[src/rtl/nios_buttons_pkg.sv]
// Shared constants for the nios_buttons input PIO.
// Register addresses and edge-select encodings.
package nios_buttons_pkg;

   localparam logic [1:0] ADDR_DATA    = 2'd0;
   localparam logic [1:0] ADDR_RSVD    = 2'd1;
   localparam logic [1:0] ADDR_IRQMASK = 2'd2;
   localparam logic [1:0] ADDR_EDGECAP = 2'd3;

   localparam int EDGE_RISING  = 0;
   localparam int EDGE_FALLING = 1;
   localparam int EDGE_ANY     = 2;

endpackage

[src/rtl/nios_buttons_if.sv]
// Avalon-MM slave bus plus interrupt line
// for the nios_buttons PIO.
interface nios_buttons_if;

   logic [1:0]  address;
   logic        chipselect;
   logic        write_n;
   logic [31:0] writedata;
   logic [31:0] readdata;
   logic        irq;

   modport master (
      output address, chipselect, write_n, writedata,
      input  readdata, irq
   );

   modport slave (
      input  address, chipselect, write_n, writedata,
      output readdata, irq
   );

endinterface

[src/rtl/nios_buttons_filter.sv]
// One button bit: 2-flop synchronizer, 3-sample
// history and debounced level register.
module nios_buttons_filter
   import nios_buttons_pkg::*;
#(
   parameter logic IDLE_LEVEL = 1'b1
) (
   input  logic clk,
   input  logic reset_n,
   input  logic tick,
   input  logic in_bit,
   output logic level
);

   logic       s1_q;
   logic       s2_q;
   logic [2:0] h_q;
   logic [2:0] h_d;
   logic       lvl_q;
   logic       lvl_d;

   always_comb begin
      h_d   = tick ? {h_q[1:0], s2_q} : h_q;
      lvl_d = lvl_q;
      // only a unanimous history moves the level
      if ((&h_q) || (~|h_q)) lvl_d = h_q[0];
   end

   always_ff @(posedge clk or negedge reset_n) begin
      if (!reset_n) begin
         s1_q  <= IDLE_LEVEL;
         s2_q  <= IDLE_LEVEL;
         h_q   <= {3{IDLE_LEVEL}};
         lvl_q <= IDLE_LEVEL;
      end else begin
         s1_q  <= in_bit;
         s2_q  <= s1_q;
         h_q   <= h_d;
         lvl_q <= lvl_d;
      end
   end

   assign level = lvl_q;

endmodule

[src/rtl/nios_buttons.sv]
// Avalon-MM input PIO for push-buttons: debounced
// DATA, W1C edge capture, IRQ mask and level IRQ.
module nios_buttons
   import nios_buttons_pkg::*;
#(
   parameter int WIDTH        = 4,
   parameter int DEBOUNCE_DIV = 50000,
   parameter int EDGE_TYPE    = 1,
   parameter int IDLE_LEVEL   = 1
) (
   input  logic             clk,
   input  logic             reset_n,
   nios_buttons_if.slave    bus,
   input  logic [WIDTH-1:0] in_port
);

   localparam int CW =
      (DEBOUNCE_DIV > 1) ? $clog2(DEBOUNCE_DIV) : 1;
   localparam logic [CW-1:0] CNT_MAX = CW'(DEBOUNCE_DIV - 1);
   localparam logic IDLE = (IDLE_LEVEL != 0);

   logic [CW-1:0]    cnt_q;
   logic [CW-1:0]    cnt_d;
   logic             tick;
   logic [WIDTH-1:0] level;
   logic [WIDTH-1:0] prev_q;
   logic [WIDTH-1:0] rise;
   logic [WIDTH-1:0] fall;
   logic [WIDTH-1:0] edg;
   logic [WIDTH-1:0] mask_q;
   logic [WIDTH-1:0] mask_d;
   logic [WIDTH-1:0] cap_q;
   logic [WIDTH-1:0] cap_d;
   logic [WIDTH-1:0] clr;
   logic [WIDTH-1:0] wd;
   logic             wr;
   logic [31:0]      rd;
   logic             unused_wd;

   assign tick = (cnt_q == CNT_MAX);

   always_comb begin
      cnt_d = tick ? '0 : cnt_q + CW'(1);
   end

   for (genvar i = 0; i < WIDTH; i++) begin : g_filt
      nios_buttons_filter #(
         .IDLE_LEVEL (IDLE)
      ) u_filt (
         .clk     (clk),
         .reset_n (reset_n),
         .tick    (tick),
         .in_bit  (in_port[i]),
         .level   (level[i])
      );
   end

   assign rise = level & ~prev_q;
   assign fall = ~level & prev_q;

   always_comb begin
      edg = rise | fall;
      case (EDGE_TYPE)
         EDGE_RISING:  edg = rise;
         EDGE_FALLING: edg = fall;
         default:      edg = rise | fall;
      endcase
   end

   assign wr        = bus.chipselect & ~bus.write_n;
   assign wd        = bus.writedata[WIDTH-1:0];
   assign unused_wd = ^bus.writedata;

   always_comb begin
      mask_d = mask_q;
      clr    = '0;
      if (wr && bus.address == ADDR_IRQMASK) mask_d = wd;
      if (wr && bus.address == ADDR_EDGECAP) clr = wd;
      // a new edge outranks a clear in the same cycle
      cap_d = (cap_q & ~clr) | edg;
   end

   always_ff @(posedge clk or negedge reset_n) begin
      if (!reset_n) begin
         cnt_q  <= '0;
         prev_q <= {WIDTH{IDLE}};
         mask_q <= '0;
         cap_q  <= '0;
      end else begin
         cnt_q  <= cnt_d;
         prev_q <= level;
         mask_q <= mask_d;
         cap_q  <= cap_d;
      end
   end

   always_comb begin
      rd = '0;
      case (bus.address)
         ADDR_DATA:    rd[WIDTH-1:0] = level;
         ADDR_IRQMASK: rd[WIDTH-1:0] = mask_q;
         ADDR_EDGECAP: rd[WIDTH-1:0] = cap_q;
         default:      rd = '0;
      endcase
   end

   assign bus.readdata = rd;
   assign bus.irq      = |(cap_q & mask_q);

endmodule

[src/flat_wrapper.sv]
// flat-port wrapper written by rule: the top's interface ports become plain ports
module nios_buttons_flat import nios_buttons_pkg::*;
#(
   parameter int WIDTH        = 4,
   parameter int DEBOUNCE_DIV = 50000,
   parameter int EDGE_TYPE    = 1,
   parameter int IDLE_LEVEL   = 1
)
  (clk, reset_n, in_port, bus_address, bus_chipselect, bus_write_n, bus_writedata, bus_readdata, bus_irq);
  nios_buttons_if bus_i ();
  input  logic clk;
  input  logic reset_n;
  input  logic [WIDTH-1:0] in_port;
  input wire logic [$bits(bus_i.address)-1:0] bus_address;
  input wire logic [$bits(bus_i.chipselect)-1:0] bus_chipselect;
  input wire logic [$bits(bus_i.write_n)-1:0] bus_write_n;
  input wire logic [$bits(bus_i.writedata)-1:0] bus_writedata;
  output wire logic [$bits(bus_i.readdata)-1:0] bus_readdata;
  output wire logic [$bits(bus_i.irq)-1:0] bus_irq;
  assign bus_i.address = bus_address;
  assign bus_i.chipselect = bus_chipselect;
  assign bus_i.write_n = bus_write_n;
  assign bus_i.writedata = bus_writedata;
  assign bus_readdata = bus_i.readdata;
  assign bus_irq = bus_i.irq;
  nios_buttons #(.WIDTH(WIDTH), .DEBOUNCE_DIV(DEBOUNCE_DIV), .EDGE_TYPE(EDGE_TYPE), .IDLE_LEVEL(IDLE_LEVEL)) u_core (.clk(clk), .reset_n(reset_n), .bus(bus_i), .in_port(in_port));
endmodule
[config.mk]
export PLATFORM = sky130hd
export DESIGN_NAME = nios_buttons_flat
export DESIGN_NICKNAME = d
export VERILOG_FILES = /design/src/rtl/nios_buttons_pkg.sv /design/src/rtl/nios_buttons_if.sv /design/src/rtl/nios_buttons_filter.sv /design/src/rtl/nios_buttons.sv /design/src/flat_wrapper.sv
export SDC_FILE = /design/constraint.sdc
export NUM_CORES = 1
export LEC_CHECK = 0
export ABC_AREA = 0
export CAP_MARGIN = 20
export CORE_MARGIN = 8
export CORE_UTILIZATION = 30
export CTS_CLUSTER_DIAMETER = 100
export DETAILED_ROUTE_END_ITERATION = 10
export PLACE_DENSITY = 0.65
export SLEW_MARGIN = 20
export SYNTH_ARGS = -nofsm -noshare
export SYNTH_HDL_FRONTEND = slang
export SYNTH_HIERARCHICAL = 1
export SYNTH_SLANG_ARGS = --single-unit
[constraint.sdc]
create_clock -name clk -period 2.81 [get_ports clk]
set_input_delay 0.4215 -clock clk [delete_from_list [all_inputs] [get_ports clk]]
set_output_delay 0.4215 -clock clk [all_outputs]
set_load 0.01 [all_outputs]
# Word-level counts from Yosys, hierarchy flattened
# Cells that the tools add are included.
[classes]
add_sub_neg = 1
n_eq_ne = 3
muxes = 3
n_bitwise = 8
n_reduce_logical = 20
[ops]
columns = ["op", "count"]
rows = [
  ["adder 16 x 1 -> 16 bit (second input constant)", 1],
  ["== test 16 bit (second input constant)", 1],
  ["2-to-1 mux 16 bit", 1],
  ["AND 4 bit", 3],
  ["case mux 4 bit (3 select lines)", 1],
  ["AND reduction 3 bit", 4],
  ["OR reduction 3 bit", 4],
  ["NOT 4 bit", 2],
  ["== test 2 bit (second input constant)", 2],
  ["logical NOT 1 bit", 4],
  ["logical OR 1 bit", 4],
  ["2-to-1 mux 4 bit", 1],
  ["OR 4 bit", 1],
  ["OR reduction 4 bit", 1],
  ["logical AND 1 bit", 2],
  ["logical NOT 2 bit", 1],
  ["AND 1 bit", 1],
  ["NOT 1 bit", 1],
]
[totals]
register_bits = 52
inputBits = 42
out_inout_bits = 33
elab_cells = 55

# Logic depth before layout (Yosys ltp)
[depth]
word_depth = 7
mapped_depth = 5
depth_no_buf = 5

# Hierarchy
# The synthesis kept the hierarchy.
[by_module_without_submodules]
columns = ["module", "n_inst", "cells_each", "area_per_inst_um2", "seq_area_each_um2"]
rows = [
  ["nios_buttons", 1, 143, 1502.7, 705.7],
  ["nios_buttons_filter", 4, 14, 215.2, 157.7],
]

# Least setup slack after synthesis
# OpenSTA, ideal clock, no wires.
[synth_path]
kind = "reg2reg"
start = "register u_core.cnt_q[10]"
end = "register u_core.g_filt[0].u_filt.h_q[0]"
t_arrival_ps = 2246
required_time_ps = 2728
path_slack_ps = 481
path_stages_with_launch = 4
n_path_buf = 0
period_less_slack_ps = 2329
cell_sequence = "dfrtp_1 > or4b_4 > nor4_4 > mux2_4"
[synth_between]
elab_chain_len = 1
[synth_lines]
columns = ["element", "line_no", "rtl"]
rows = [
  ["from (decl)", "nios_buttons.sv:22", "logic [CW-1:0] cnt_q;"],
  ["from (signal assigned)", "nios_buttons.sv:90", "cnt_q <= cnt_d;"],
  ["== test 16 bit", "nios_buttons.sv:40", "assign tick = (cnt_q == CNT_MAX);"],
  ["via u_core.tick", "nios_buttons.sv:24", "logic tick;"],
  ["to (signal assigned)", "nios_buttons_filter.sv:33", "h_q <= {3{IDLE_LEVEL}};"],
  ["to (decl)", "nios_buttons_filter.sv:17", "logic [2:0] h_q;"],
]
# The timed path passes the listed nets, and every way through them passes these cells.
# A chain may end at the register's enable or synchronous reset.

# Final worst setup path
[layout_path]
start = "input bus_address[0]"
end = "output bus_readdata[1]"
[layout_between]
elab_chain_len = 2
word_cells_on_any_way = 4
[layout_lines]
columns = ["element", "line_no", "rtl"]
rows = [
  ["from (decl)", "flat_wrapper.sv:14", "input wire logic [$bits(bus_i.address)-1:0] bus_address;"],
  ["== test 2 bit / logical NOT 2 bit (equally long branches)", "nios_buttons.sv:99", "case (bus.address)"],
  ["case mux 4 bit (3 select lines) (*)", "nios_buttons.sv:99", ""],
  ["to (decl)", "flat_wrapper.sv:18", "output wire logic [$bits(bus_i.readdata)-1:0] bus_readdata;"],
]
# Every way passes the cells marked *; elsewhere a longest branch is shown, timed or not.

==> impl_metrics.prom <==
# TYPE chip_impl_metric gauge
chip_impl_metric{name="switching_part_of_the_total_power",unit="%"} 20.7
chip_impl_info{name="status",value="completed"} 1
chip_impl_metric{name="area_of_the_multi_input_gates",unit="um^2"} 881
chip_impl_metric{name="ioPinCount",unit=""} 75
chip_impl_info{name="clk_root_buffer_cell",value="sky130_fd_sc_hd__clkbuf_8"} 1
chip_impl_metric{name="p_per_area",unit="nW/um^2"} 560
chip_impl_metric{name="synth_largest_type_area_fraction",unit="%"} 31.1
chip_impl_metric{name="cts.reportedPaths.clkPinSlew",unit="ns"} 0.09
chip_impl_metric{name="yosys_register_bits",unit=""} 52
chip_impl_info{name="critical-path-slowest-cell",value="sky130_fd_sc_hd__clkdlybuf4s50_1"} 1
chip_impl_info{name="cts_tree",value="done"} 1
chip_impl_info{name="synthDominantAreaCellType",value="sky130_fd_sc_hd__dfstp_2"} 1
chip_impl_info{name="worst_path_most_repeated_cell",value="sky130_fd_sc_hd__clkdlybuf4s50_1"} 1
chip_impl_metric{name="critical_path_required",unit="ns"} 2.39
chip_impl_metric{name="place.detailed.hpwl",unit="mm"} 2.76
chip_impl_metric{name="first_pass_iters",unit=""} 3
chip_impl_metric{name="final_nets",unit=""} 269
chip_impl_metric{name="die_area",unit="um^2"} 11000
chip_impl_metric{name="timing_max_transition_violations_final",unit=""} 0
chip_impl_metric{name="timing.max_cap.violations",unit=""} 0
chip_impl_metric{name="critical_path.n_buffers_inverters",unit=""} 2
chip_impl_metric{name="tns",unit="ns"} 0
chip_impl_metric{name="layout.filler_cells",unit=""} 792
chip_impl_info{name="top_cells_by_area_synth",value="sky130_fd_sc_hd__dfstp_2 (31%), sky130_fd_sc_hd__dfrtp_1 (25%), sky130_fd_sc_hd__buf_4 (8.9%)"} 1
chip_impl_metric{name="via_count",unit=""} 1377
chip_impl_metric{name="number_of_global_route_vias_before_repair",unit=""} 1535
chip_impl_metric{name="max_slew.worst_pin.slew",unit="ns"} 0.924
chip_impl_metric{name="die_x",unit="um"} 105
chip_impl_metric{name="clock_tree.buffer_depth",unit=""} 2
chip_impl_info{name="worst_path_cell_trace",value="clkdlybuf4s50_1 > mux2_2 > a22o_1 > clkdlybuf4s50_1"} 1
chip_impl_metric{name="maxClockFrequency",unit="GHz"} 0.397
chip_impl_metric{name="crit_arrival",unit="ns"} 2.10
chip_impl_metric{name="hold_buffers",unit=""} 0
chip_impl_metric{name="clk_latency",unit="ns"} 0.30
chip_impl_metric{name="area_used_by_sequential_logic_in_the_layout",unit="um^2"} 1340
chip_impl_metric{name="worst-r2r-setup-slack",unit="ns"} 0.89
chip_impl_metric{name="setup_slack",unit="ns"} 0.288
chip_impl_metric{name="path_max_fanout",unit=""} 7
chip_impl_metric{name="power_frac_seq",unit="%"} 52.8
chip_impl_info{name="critical_path.top_delay_family",value="buffers and inverters"} 1
chip_impl_metric{name="row_count",unit=""} 32
chip_impl_metric{name="grt-ovfl-total",unit=""} 0
chip_impl_metric{name="utilization",unit="%"} 35.3
chip_impl_metric{name="final_period_minus_worst_setup_slack",unit="ns"} 2.52
chip_impl_metric{name="ir_drop",unit="mV"} 0.211
chip_impl_metric{name="clock-skew-final",unit="ns"} 0.0117
chip_impl_metric{name="maxSlewHeadroom",unit="%"} 38.4
chip_impl_metric{name="drt_iter0_drc",unit=""} 45
chip_impl_metric{name="cts_resizes",unit=""} 0
chip_impl_metric{name="synthArstFlopShare",unit="%"} 100
chip_impl_metric{name="wl",unit="mm"} 3.78
chip_impl_metric{name="synth.avg_cell_area",unit="um^2"} 11.9
chip_impl_metric{name="cts_setup_buffers",unit=""} 0
chip_impl_metric{name="placement.setup.worst_slack",unit="ns"} 0.295
chip_impl_info{name="worstHoldPathType",value="input port to async pin"} 1
chip_impl_metric{name="grt_antenna_before_repair",unit=""} 0
chip_impl_metric{name="switching_power",unit="uW"} 314
chip_impl_metric{name="hold_viol_final",unit=""} 0
chip_impl_metric{name="grt_max_degree",unit=""} 45
chip_impl_metric{name="core",unit="um^2"} 7690
chip_impl_metric{name="ctsHtreeMaxLevel",unit=""} 2
chip_impl_metric{name="setup_viol",unit=""} 0
chip_impl_info{name="synthFlopType",value="sky130_fd_sc_hd__dfstp_2"} 1
chip_impl_metric{name="final_antenna_diode_count",unit=""} 0
chip_impl_metric{name="buffer_ports.inserted",unit=""} 18
chip_impl_metric{name="vertical_extent_of_the_die",unit="um"} 105
chip_impl_metric{name="cts_sinks",unit=""} 52
chip_impl_metric{name="synth-edff-count",unit=""} 0
chip_impl_info{name="worstReg2RegEnd",value="u_core/g_filt[2].u_filt/h_q[2]$_DFFE_PN1P_"} 1
chip_impl_metric{name="worst-r2r-cell-count",unit=""} 4
chip_impl_info{name="startpoint_type",value="input port"} 1
chip_impl_metric{name="cellLeakagePower",unit="uW"} 0.00115
chip_impl_metric{name="clockPowerShare",unit="%"} 38.2
chip_impl_metric{name="combinationalPowerShare",unit="%"} 9.1
chip_impl_info{name="rsz0062_at_grt",value="false"} 1
chip_impl_metric{name="netlist_area",unit="um^2"} 2360
chip_impl_metric{name="number_of_antenna_violating_nets_in_the_routed_design",unit=""} 0
chip_impl_info{name="reg2reg_from",value="u_core/cnt_q[11]$_DFF_PN0_"} 1
chip_impl_metric{name="starting_density_of_the_core",unit="%"} 30.7
chip_impl_metric{name="layout_worst_path_cycle_share",unit="%"} 89.7
chip_impl_metric{name="synth_cells",unit=""} 199
chip_impl_metric{name="groute.usage.overall",unit="%"} 7.34
chip_impl_metric{name="synth_cell_type_count",unit=""} 33
chip_impl_info{name="setup.worst_path.end_class",value="output port"} 1
chip_impl_metric{name="post-route-drc-count",unit=""} 0
chip_impl_metric{name="wire_length_of_the_first_global_routing_pass",unit="mm"} 6.87
chip_impl_metric{name="hold_ws",unit="ns"} 0.243
chip_impl_info{name="worst-setup-path-type",value="input port to output port"} 1
chip_impl_metric{name="place.gp.congestion",unit=""} 0.713
chip_impl_metric{name="cts-buffers-inserted",unit=""} 5
chip_impl_metric{name="share_of_layout_cells_above_drive_strength_1",unit="%"} 26.1
chip_impl_metric{name="max_stage_delay",unit="ns"} 0.61
chip_impl_metric{name="routed_via_density",unit=""} 4.20
chip_impl_metric{name="internal_power",unit="uW"} 1200
chip_impl_metric{name="number_of_warnings_reported_in_the_yosys_synthesis_log",unit=""} 6
chip_impl_metric{name="yosysSeqAreaShare",unit="%"} 56.5
chip_impl_metric{name="synthToLayoutAreaGrowth",unit="%"} 14.8
chip_impl_metric{name="wl_per_cell",unit="um"} 11.5
==> flip-flops by register name (all words and copies together) (netlist names) <==
| name | cells |
|---|---|
| u_core/cnt_q | 16 |
| u_core/cap_q | 4 |
| u_core/g_filt.u_filt/h_q | 12 |
| u_core/g_filt.u_filt/s2_q | 4 |
| u_core/prev_q | 4 |
| u_core/g_filt.u_filt/level | 4 |
| u_core/mask_q | 4 |
| u_core/g_filt.u_filt/s1_q | 4 |
==> logic make-up (layout without fill, tap and decap cells) <==
| logic type | Yosys count | in the layout | synth area share (%) |
|---|---|---|---|
| AND/OR/NAND/NOR | 49 | 49 | 11.7 |
| adder cells (fa/ha/maj) | 1 | 1 | 0.529 |
| other | 1 | 28 | 0.159 |
| buffers and inverters | 38 | 38 | 10.5 |
| AO/OA/AOI/OAI | 30 | 30 | 7.25 |
| XOR/XNOR | 12 | 12 | 4.45 |
| multiplexers | 16 | 16 | 8.89 |
| flip-flops | 52 | 52 | 56.5 |
==> stage by stage <==
step                power [uW]  std cells  cell area, um^2
floorplan                  909        226             2460
global placement           951        321             2580
detailed placement         955        321             2580
CTS                       1540        328             2710
global route              1580        328             2710
finish                    1520        328             2710
==> layout by cell type (no fill, tap or decap) <==
| cell | instances |
|---|---|
| sky130_fd_sc_hd__nor4_4 | 1 |
| sky130_fd_sc_hd__clkbuf_8 | 5 |
| sky130_fd_sc_hd__a22o_1 | 4 |
| sky130_fd_sc_hd__dfstp_2 | 28 |
| sky130_fd_sc_hd__ha_1 | 1 |
| sky130_fd_sc_hd__or4b_4 | 1 |
| sky130_fd_sc_hd__inv_1 | 9 |
| sky130_fd_sc_hd__and4bb_1 | 1 |
| sky130_fd_sc_hd__mux2_2 | 8 |
| sky130_fd_sc_hd__nor2_1 | 11 |
| sky130_fd_sc_hd__nand4_1 | 4 |
| sky130_fd_sc_hd__and3_1 | 1 |
| sky130_fd_sc_hd__or4bb_1 | 2 |
| sky130_fd_sc_hd__xnor2_1 | 6 |
| sky130_fd_sc_hd__bufinv_16 | 2 |
| sky130_fd_sc_hd__a22oi_1 | 2 |
| sky130_fd_sc_hd__nor2b_1 | 1 |
| sky130_fd_sc_hd__o21ai_0 | 5 |
| sky130_fd_sc_hd__and3_2 | 1 |
| sky130_fd_sc_hd__nor3_1 | 1 |
| sky130_fd_sc_hd__o21ai_1 | 12 |
| sky130_fd_sc_hd__nand2_1 | 16 |
| sky130_fd_sc_hd__buf_4 | 4 |
| sky130_fd_sc_hd__or2_1 | 1 |
| sky130_fd_sc_hd__clkdlybuf4s50_1 | 17 |
| sky130_fd_sc_hd__buf_2 | 1 |
| sky130_fd_sc_hd__a31oi_1 | 1 |
| sky130_fd_sc_hd__mux2_4 | 8 |
| sky130_fd_sc_hd__xor2_1 | 6 |
| sky130_fd_sc_hd__conb_1 | 28 |
| sky130_fd_sc_hd__nand3_1 | 4 |
| sky130_fd_sc_hd__or3_1 | 1 |
| sky130_fd_sc_hd__and4b_1 | 1 |
| sky130_fd_sc_hd__dfrtp_1 | 24 |
| sky130_fd_sc_hd__nor4_1 | 2 |
| sky130_fd_sc_hd__a21oi_1 | 6 |
==> routing by layer <==
metal	up-vias	track usage [%]	share of wire, %
met5	-	0	0
met4	0	2.14	0.79
met3	4	3.07	6.4
met2	29	12.5	48
met1	666	8.18	45
li1	678	-	-
==> power by group through the flow <==
| stage | registers (uW) | logic [uW] | clock network [uW] |
|---|---|---|---|
| 3_3_place_gp | 814 | 137 | 0 |
| 2_1_floorplan | 809 | 101 | 0 |
| 3_5_place_dp | 814 | 140 | 0 |
| 4_1_cts | 801 | 140 | 598 |
| 6_report | 801 | 138 | 580 |
| 5_1_grt | 806 | 156 | 623 |
==> worst max-delay path by stage <==
stage	cells past startpoint	from	slack (ns)	end
2_1_floorplan	3	u_core/cnt_q[10]$_DFF_PN0_	0.48	u_core/g_filt[0].u_filt/h_q[0]$_DFFE_PN1P_
3_3_place_gp	4	bus_address[0]	0.28	bus_readdata[1]
3_5_place_dp	4	bus_address[0]	0.29	bus_readdata[1]
4_1_cts	4	bus_address[0]	0.29	bus_readdata[1]
5_1_grt	4	bus_address[0]	0.20	bus_readdata[1]
6_report	4	bus_address[0]	0.29	bus_readdata[1]
==> synthesized netlist by cell type (2+ instances only) <==
cell                      number
sky130_fd_sc_hd__mux2_4        8
sky130_fd_sc_hd__a21oi_1       6
sky130_fd_sc_hd__xor2_1        6
sky130_fd_sc_hd__or4bb_1       2
sky130_fd_sc_hd__nor2_1       11
sky130_fd_sc_hd__dfrtp_1      24
sky130_fd_sc_hd__a22o_1        4
sky130_fd_sc_hd__o21ai_0       5
sky130_fd_sc_hd__nand2_1      16
sky130_fd_sc_hd__buf_4        28
sky130_fd_sc_hd__a22oi_1       2
sky130_fd_sc_hd__inv_1         9
sky130_fd_sc_hd__nand4_1       4
sky130_fd_sc_hd__mux2_2        8
sky130_fd_sc_hd__nor4_1        2
sky130_fd_sc_hd__o21ai_1      12
sky130_fd_sc_hd__xnor2_1       6
sky130_fd_sc_hd__nand3_1       4
sky130_fd_sc_hd__dfstp_2      28
==> final cells by class <==
type | instances | area share (%)
multi-input combinational | 136 | 32.5
inverter | 9 | 1.25
clock buffer | 5 | 2.54
timing repair buffer | 22 | 7.56
clock inverter | 2 | 2.21
sequential | 52 | 49.3
tap | 102 | 4.70
No activity file was read; power rests on OpenSTA's default activity.
